File: src/rtl/mult_nxn_pipe.sv
// mult_nxn_pipe: 3-stage unsigned WIDTH x WIDTH multiplier built
// from 4x4 digit products, exact or carry-free per operation.
module mult_nxn_pipe #(
  parameter int WIDTH = 8,
  parameter int TAG_W = 4,
  parameter int CNT_W = 16
) (
  input  logic               sys_clk,
  input  logic               sys_rst_n,
  input  logic               in_valid,
  output logic               in_ready,
  input  logic [WIDTH-1:0]   in_a,
  input  logic [WIDTH-1:0]   in_b,
  input  logic               in_mode,
  input  logic [TAG_W-1:0]   in_tag,
  output logic               out_valid,
  input  logic               out_ready,
  output logic [2*WIDTH-1:0] out_prod,
  output logic               out_mode,
  output logic [TAG_W-1:0]   out_tag,
  input  logic               cnt_clr,
  output logic [CNT_W-1:0]   approx_cnt
);

  localparam int D  = WIDTH / 4;
  localparam int PW = 2 * WIDTH;
  localparam int NP = D * D;

  logic en;
  logic accept;

  logic             v1_q;
  logic [WIDTH-1:0] a1_q;
  logic [WIDTH-1:0] b1_q;
  logic             m1_q;
  logic [TAG_W-1:0] t1_q;

  logic             v2_q;
  logic [NP*8-1:0]  pp_d;
  logic [NP*8-1:0]  pp_q;
  logic             m2_q;
  logic [TAG_W-1:0] t2_q;

  logic             ov_q;
  logic [PW-1:0]    prod_d;
  logic [PW-1:0]    prod_q;
  logic             om_q;
  logic [TAG_W-1:0] ot_q;

  logic [CNT_W-1:0] cnt_d;
  logic [CNT_W-1:0] cnt_q;

  // A full output register that is not drained freezes the whole pipe.
  assign en       = !ov_q || out_ready;
  assign in_ready = en;
  assign accept   = in_valid && en;

  assign out_valid  = ov_q;
  assign out_prod   = prod_q;
  assign out_mode   = om_q;
  assign out_tag    = ot_q;
  assign approx_cnt = cnt_q;

  // S1: capture operands, mode and tag.
  always_ff @(posedge sys_clk or negedge sys_rst_n) begin
    if (!sys_rst_n) begin
      v1_q <= 1'b0;
      a1_q <= '0;
      b1_q <= '0;
      m1_q <= 1'b0;
      t1_q <= '0;
    end else if (en) begin
      v1_q <= in_valid;
      a1_q <= in_a;
      b1_q <= in_b;
      m1_q <= in_mode;
      t1_q <= in_tag;
    end
  end

  // All D*D exact 4x4 digit products, p[i][j] at slot i*D+j.
  always_comb begin
    pp_d = '0;
    for (int i = 0; i < D; i++) begin
      for (int j = 0; j < D; j++) begin
        pp_d[(i*D+j)*8 +: 8] = 8'(a1_q[4*i +: 4]) * 8'(b1_q[4*j +: 4]);
      end
    end
  end

  // S2: register the digit products.
  always_ff @(posedge sys_clk or negedge sys_rst_n) begin
    if (!sys_rst_n) begin
      v2_q <= 1'b0;
      pp_q <= '0;
      m2_q <= 1'b0;
      t2_q <= '0;
    end else if (en) begin
      v2_q <= v1_q;
      pp_q <= pp_d;
      m2_q <= m1_q;
      t2_q <= t1_q;
    end
  end

  // Place each product at 4*(i+j); add with carries or XOR per column.
  always_comb begin
    logic [PW-1:0] placed;
    logic [PW-1:0] sum;
    logic [PW-1:0] xr;
    placed = '0;
    sum    = '0;
    xr     = '0;
    for (int i = 0; i < D; i++) begin
      for (int j = 0; j < D; j++) begin
        placed = PW'(pp_q[(i*D+j)*8 +: 8]) << (4*(i+j));
        sum    = sum + placed;
        xr     = xr ^ placed;
      end
    end
    prod_d = m2_q ? xr : sum;
  end

  // S3: output register.
  always_ff @(posedge sys_clk or negedge sys_rst_n) begin
    if (!sys_rst_n) begin
      ov_q   <= 1'b0;
      prod_q <= '0;
      om_q   <= 1'b0;
      ot_q   <= '0;
    end else if (en) begin
      ov_q   <= v2_q;
      prod_q <= prod_d;
      om_q   <= m2_q;
      ot_q   <= t2_q;
    end
  end

  // Clear wins over an approximate acceptance; count sticks at all-ones.
  always_comb begin
    cnt_d = cnt_q;
    if (cnt_clr) begin
      cnt_d = '0;
    end else if (accept && in_mode && (cnt_q != '1)) begin
      cnt_d = cnt_q + CNT_W'(1);
    end
  end

  // Approximate-op counter register.
  always_ff @(posedge sys_clk or negedge sys_rst_n) begin
    if (!sys_rst_n) begin
      cnt_q <= '0;
    end else begin
      cnt_q <= cnt_d;
    end
  end

endmodule

File: config.mk
export PLATFORM = sky130hd
export DESIGN_NAME = mult_nxn_pipe
export DESIGN_NICKNAME = d
export VERILOG_FILES = /design/src/rtl/mult_nxn_pipe.sv
export SDC_FILE = /design/constraint.sdc
export NUM_CORES = 1
export LEC_CHECK = 0
export ABC_AREA = 1
export CAP_MARGIN = 10
export CORE_MARGIN = 4
export CORE_UTILIZATION = 50
export CTS_BUF_LIST = sky130_fd_sc_hd__clkbuf_4 sky130_fd_sc_hd__clkbuf_8
export DETAILED_ROUTE_END_ITERATION = 12
export HOLD_SLACK_MARGIN = 0.15
export PLACE_DENSITY = 0.71
export REMOVE_ABC_BUFFERS = 1
export SLEW_MARGIN = 20
export SYNTH_ARGS = -nofsm -noshare
export SYNTH_HDL_FRONTEND = slang
export SYNTH_SLANG_ARGS = --single-unit
File: constraint.sdc
create_clock -name sys_clk -period 4 [get_ports sys_clk]
set_clock_uncertainty 0.15 [all_clocks]
set_input_delay 0.8 -clock sys_clk [delete_from_list [all_inputs] [get_ports sys_clk]]
set_output_delay 0.8 -clock sys_clk [all_outputs]
set_load 0.01 [all_outputs]
### Word-level counts from Yosys, hierarchy flattened

Cells that the tools add are included.

* bits in registers: 98
* bits of input ports: 26
* output and inout port bits: 39

* $add $sub $neg: 4
* $mul: 4
* equal/unequal tests: 1
* multiplexer cells: 3
* bitwise logic cells: 3
* reduce and logical (&&, ||, !) cells: 6

Operators by type and width (number)
* $mux 16: 3
* $mul 4x4->8: 4
* $add 14x16->16: 1
* $add 16x1->16 const B: 1
* $ne 16x16->1 const B: 1
* $xor 12x16->16: 1
* $add 13x12->14: 1
* $add 8x12->13: 1
* $xor 12x12->12: 1
* $xor 8x12->12: 1
* $logic_and 1x1->1: 3
* $reduce_bool 2->1: 1
* $logic_not 1->1: 1
* $logic_or 1x1->1: 1

### Longest topological paths before layout

Gate-level depths: netlist (run 1).

* depth after elaboration: 7
* mapped depth: 15

### Least setup slack after synthesis (run 1)

OpenSTA, ideal clock, no wires.

* path type: register -> register
* start: register a1_q[0]
* end: register pp_q[6]
* setup time: 0.130 ns
* arrival: 2.857 ns
* required time: 3.720 ns
* slack: 0.863 ns
* stages on the path, launching flop included: 15
* path buffers: 1
* clock period less this slack: 3.137 ns
* path through: dfrtp_1 -> clkbuf_1 -> nand2_1 -> fa_1 -> inv_1 -> fa_1 -> inv_1 -> fa_1 -> inv_1 -> nand2_1 -> nand2_1 -> a21oi_1 -> or2_2 -> nand3_1 -> o21ai_0

* word-level cells in the longest chain between the ends: 1

RTL lines
* start, declared: line 33 `logic [WIDTH-1:0] a1_q;`
* start signal, assigned: line 74 `a1_q <= in_a;`
* $mul 4x4->8: line 86 `pp_d[(i*D+j)*8 +: 8] = 8'(a1_q[4*i +: 4]) * 8'(b1_q[4*j +: 4]);`
* end signal, assigned: line 100 `pp_q <= pp_d;`
* end, declared: line 40 `logic [NP*8-1:0] pp_q;`

No other way between the ends.
A chain may end at the register's enable or synchronous reset.

### Worst setup path after layout (run 1)

* start: register b1_q[3]
* end: register pp_q[6]

* word-level cells in the longest chain between the ends: 1

RTL lines
* start, declared: line 34 `logic [WIDTH-1:0] b1_q;`
* start signal, assigned: line 75 `b1_q <= in_b;`
* $mul 4x4->8: line 86

No other way between the ends.

==> out/qor.yml, run 1 <==
status: "finished clean"
p_leak_uw: 0.00430
yosys_warnings: 0
cts.sinks: 98
cts_hold_buf: 0
detail_route.iter0.violations: 327
maxCapViolCount: 0
die_w_um: 124
ff2ff_setup_slack_ps: 770
synth_top_area_frac: 0.366
dr.pass1.iters: 4
clkTransAtPathRegs_ps: 110
die_height_um: 124
crit_path_end_kind: "flip-flop"
dieArea_mm2: 0.0153
core_mm2: 0.0132
crit_type: "flip-flop to flip-flop"
htreeDepth: 3
ant_nets: 0
whs_ps: 308
max_freq_ghz: 0.310
synth-compound-area-share: 0.0587
hold_violations: 0
required_ps: 4110
finalSetupViolations: 0
arrival_ps: 3330
hpwl_um: 9920
areaGrowthSynthToFinish_pct: 13.7
wl_per_cell_um: 12.2
drt-total-wl_um: 13600
layout_setup_ws_ps: 774
rsz0062_at_grt: "false"
multi_input_comb_area_mm2: 0.00356
place_ws_ps: 779
clock_latency_ps: 390
post_cts_buffers: 0
cts_tree: "built"
num_vias: 5394
yosysTopAreaCell: "dfrtp_1"
critPathMaxFanout: 9
synthesis.area_mm2: 0.00669
critPathMaxStageDelay_ps: 550
synthSimpleGateAreaFrac: 0.282
port_buffers: 64
fill_cells: 1242
path_cells: "nand2_1 -> fa_1 -> inv_1 -> fa_1 -> inv_1 -> fa_1 -> inv_1 -> nand2_1 -> nand2_1 -> a21oi_1 -> or2_2 -> nand3_1 -> o21ai_0"
ctsResizeCount: 0
rows: 42
peakVddDrop_uv: 206
fin_crit_sh: 0.806
antenna_found_initial: 0
fin_util: 0.577
netlist_top_cells_area: "dfrtp_1 (37%), nand2_1 (18%), ha_1 (11%)"
synth_seq_cells: 98
final_nets: 1035
power_density_mw_per_mm2: 618
synthAdderAreaFrac: 0.181
syn_inst: 886
grt_pass1_vias: 5184
io_pins: 65
start_util: 0.507
grt_pass1_wl_um: 23800
syn_area_per_cell_um2: 7.56
gp_congestion: 0.854
max-slew-margin-rel: 0.476
synth_xor_area_frac: 0.00916
tightest_slew_ps: 785
grt_max_degree: 78
cts_max_path_buffers: 2
drc: 0
period_needed_ps: 3230
cts_buffers: 9
hp-class: "flip-flop to flip-flop"
slowest_stage: "fa_1"
layout-drive-gt1-share: 0.0418
grt_overflow: 0
cp-start-kind: "flip-flop"
routed_via_density: 4.87
grt_usage: 0.194
synth_cell_type_count: 36
synthMuxAreaShare: 0
slew_violations: 0
synth_top_family_by_area: "simple AND/OR/NAND/NOR gates"
num_antenna_cells: 0
clockRootBuffer: "clkbuf_8"
final-seq-area_mm2: 0.00245
synth_seq_area_share: 0.366
==> flip-flops by register name, indices dropped and copies added, names as in the netlist, 4 cells and up <==
signal	cells
t2_q	4
out_prod	16
out_tag	4
b1_q	8
t1_q	4
a1_q	8
pp_q	32
approx_cnt	16
==> cell usage in the layout, fill, tap and decap left out, drive strengths merged, types with 3 or more instances in the layout <==
master	synthesis	layout
nand2	325	325
inv	136	140
dfrtp	98	98
clkdlybuf4s50	0	63
ha	57	57
o21ai	46	46
nor2	46	46
nand3	41	41
fa	25	25
nand4	22	22
a21oi	21	21
clkbuf	27	9
buf	12	6
nor3	6	6
or2	4	4
xor2	4	4
xnor2	3	3
a31oi	3	3
==> through the flow <==
stage | area (um^2) | total power [uW] | instances | setup TNS (ps)
floorplan | 6520 | 3330 | 847 | -49.8
global placement | 7420 | 4020 | 1092 | 0
detailed placement | 7420 | 4080 | 1092 | 0
CTS | 7610 | 4740 | 1108 | 0
global route | 7610 | 5230 | 1108 | 0
finish | 7610 | 4700 | 1108 | 0
==> layer usage <==
metal / track usage / share of wire / up-vias
met4: 0.0644 / 0.017 / 0
met3: 0.0241 / 0.035 / 17
met2: 0.306 / 0.46 / 90
li1: - / - / 2832
met5: 0 / 0 / -
met1: 0.277 / 0.49 / 2455
==> path summary, 6_finish.rpt <==
check,startpoint,to,cells after the start
setup / recovery,b1_q[3],pp_q[6],13
min in group asynchronous,sys_rst_n,out_tag[0],1
hold reg to reg,v2_q,out_valid,2
hold / removal,v2_q,out_valid,2
max in group asynchronous,sys_rst_n,pp_q[14],2
setup reg to reg,b1_q[3],pp_q[6],13
==> kinds of logic (layout without fill, tap and decap cells) <==
logic type      Yosys count  in the layout
compound gates           75             75
buf+inv                 175            221
fa+ha+maj                82             82
xor+xnor                  7              7
flops                    98             98
simple gates            449            449
==> worst max-delay path, delay by kind of cell, from the launching register on <==
family / cells / cell delay, ps
buf+inv: 3 / 200
simple gates: 5 / 580
flops: 1 / 520
compound gates: 2 / 150
fa+ha+maj: 3 / 1500
==> final cells by class <==
type | count | area share
multi-input cells | 613 | 0.468
clock buffers | 9 | 0.0163
well taps | 176 | 0.0289
clock inverters | 7 | 0.00920
repair buffers | 69 | 0.0887
flip-flops and latches | 98 | 0.322
inverters | 136 | 0.0671
==> power by group <==
| part | switching (uW) | leakage, uW | internal (uW) |
|---|---|---|---|
| logic | 1420 | 0.00297 | 1060 |
| clock network | 404 | 0.0000955 | 244 |
| registers | 259 | 0.00124 | 1310 |
==> cells in the mapped netlist, drive strengths merged <==
master,instances
a21o,1
a21oi,21
a31o,2
a31oi,3
and2,1
and3,1
buf,12
clkbuf,27
dfrtp,98
fa,25
ha,57
inv,136
nand2,325
nand2b,1
nand3,41
nand3b,2
nand4,22
nor2,46
nor3,6
o21ai,46
o21bai,1
o22ai,1
or2,4
xnor2,3
xor2,4
(Power assumes the default switching activity.)
==> run 2: changes to the inputs <==
==> constraint.sdc (replaced) <==
create_clock -name sys_clk -period 3.02 [get_ports sys_clk]
set_clock_uncertainty 0.15 [all_clocks]
set_input_delay 0.604 -clock sys_clk [delete_from_list [all_inputs] [get_ports sys_clk]]
set_output_delay 0.604 -clock sys_clk [all_outputs]
set_load 0.01 [all_outputs]
==> out/qor.yml, run 2 (synthesized netlist as in run 1, its figures left out) <==
cp-start-kind: "flip-flop"
top_usage_layer: "met2"
required_ps: 3130  # -980 ps
final_nets: 1048  # +1.3%
fin_cells: 1121  # +1.2%
routed_via_density: 4.90  # +0.67%
clockRootBuffer: "clkbuf_8"
finalSetupViolations: 0  # unchanged
dieArea_mm2: 0.0153  # unchanged
cts_max_path_buffers: 2  # unchanged
period_needed_ps: 2860  # -361 ps
die_w_um: 124  # unchanged
grt_max_degree: 88  # +13%
start_util: 0.507  # unchanged
hp-class: "flip-flop to flip-flop"
dr.pass1.iters: 5  # +1
detail_route.iter0.violations: 337  # +3.1%
gp_congestion: 0.858  # +0.41%
grtUsageMet2: 0.309  # +0.00304
num_antenna_cells: 0  # unchanged
critPathMaxStageDelay_ps: 530  # -20 ps
critPathMaxFanout: 2  # -7
dpl.cell_count: 1104  # +1.1%
p_leak_uw: 0.00439  # +2.0%
rsz0062_at_grt: "false"
final_common_cell: "nand2_1"
port_buffers: 64  # unchanged
ant_nets: 0  # unchanged
crit_path_end_kind: "flip-flop"
maxCapViolCount: 0  # unchanged
areaGrowthSynthToFinish_pct: 16.5
drc: 0  # unchanged
drt-total-wl_um: 13800  # +1.9%
hold_violations: 0  # unchanged
tns_ps: 0  # unchanged
tightest_slew_ps: 554  # -231 ps
grt_overflow: 0  # unchanged
grt_usage: 0.197  # +0.00338
max_freq_ghz: 0.349  # +13%
multi_input_comb_area_mm2: 0.00357  # +0.39%
peakVddDrop_uv: 315  # +53%
crit_type: "flip-flop to flip-flop"
use_met3: 0.0250  # +0.000908
final-seq-area_mm2: 0.00246  # +0.20%
final_cell_mix: "nand2_1 (322), inv_1 (133), dfrtp_1 (94)"
layout-drive-gt1-share: 0.0656  # +0.0238
cts_tree: "built"
path_cells: "nand2_2 -> fa_1 -> inv_1 -> fa_1 -> inv_2 -> fa_2 -> inv_2 -> nand2_1 -> nand2_1 -> a21oi_1 -> or2_2 -> nand3_1 -> o21ai_1"
antenna_found_initial: 0  # unchanged
htreeDepth: 3  # unchanged
wl_per_cell_um: 12.3  # +0.76%
clock_latency_ps: 390  # about the same
core_mm2: 0.0132  # unchanged
clkTransAtPathRegs_ps: 100  # about the same
fin_crit_sh: 0.949  # +0.142
arrival_ps: 2970  # -360 ps
rows: 42  # unchanged
io_pins: 65  # unchanged
cts.sinks: 98  # unchanged
slew_violations: 0  # unchanged
largest_register_ffs: 32  # unchanged
status: "finished clean"
power_density_mw_per_mm2: 832  # +35%
gr-usage-met1: 0.283  # +0.00611
max-slew-margin-rel: 0.631  # +0.154
cts_buffers: 9  # unchanged
fill_cells: 1243  # +0.081%
regMostFlops: "pp_q"
num_vias: 5494  # +1.9%
slowest_stage: "fa_1"
hpwl_um: 10200  # +2.4%
grt_pass1_wl_um: 24000  # +0.84%
grt_pass1_vias: 5223  # +0.75%
die_height_um: 124  # unchanged
-- run 2: cell count changes in the layout (fill, tap and decap cells not counted), moves of 2 or more --
cell,before,now
inv_2,1,3
bufinv_16,0,2
buf_12,0,2
dfrtp_1,98,94
fa_1,25,22
inv_1,135,133
dfrtp_2,0,4
fa_2,0,3
buf_4,6,16
-- run 2: final cells by class --
cell class,count,area share
sequential,98,0.315
clock inverter,6,0.0122
multi-input combinational,613,0.459
inverter,136,0.0655
tap,176,0.0282
clock buffer,10,0.0177
timing repair buffer,82,0.103
-- run 2: timing repair --
item / 4_1_cts / 5_1_grt
setup buffers: 0 / 0
endpoints found under the setup margin: 0 / 4
gates resized for setup: 0 / 12
hold buffers: 1 / 0
endpoints found under the hold margin: 22 / 0
-- run 2: through the flow --
stage	power (uW)	area, um^2	utilization	worst slack, ps	hold slack (ps)
after global placement	5410	7530	0.571	58.7	286
after floorplan	4420	6520	-	-638	158
final	6490	7800	0.591	155	311
after global routing	7180	7800	0.591	11.5	347
after CTS	6530	7780	0.590	2.56	313
after detailed placement	5510	7530	0.571	23.3	286
-- run 2: power by group --
part	total (uW)	switching [uW]	leakage, uW	internal (uW)
Combinational	3470	1990	0.00304	1480
Sequential	2030	288	0.00123	1740
Clock	994	496	0.000117	498
Total	6490	2770	0.00439	3710
-- run 2: critical path: cells and delay by family, from the launching register on --
kind	cells	cell delay (ps)
flops	1	370
simple gates	5	530
compound gates	2	120
fa+ha+maj	3	1420
buf+inv	3	160
-- run 2: path summary, 6_finish.rpt --
path                            cells after the start  slack (ps)  startpoint         to
worst max-delay path                               13         160     a1_q[0]    pp_q[6]
min in group asynchronous                           2         480   sys_rst_n    t2_q[0]
max in group asynchronous                           3        1510   sys_rst_n    b1_q[5]
worst max register to register                     13         160     a1_q[0]    pp_q[6]
worst min register to register                      2         310        v2_q  out_valid
worst min-delay path                                2         310        v2_q  out_valid
-- run 2: per-layer routing --
metal  wire length (um)  up-vias
met2               6210      106
li1                   -     2853
met1               6920     2520
met3                470       15
met4                223        0
met5                  0        -
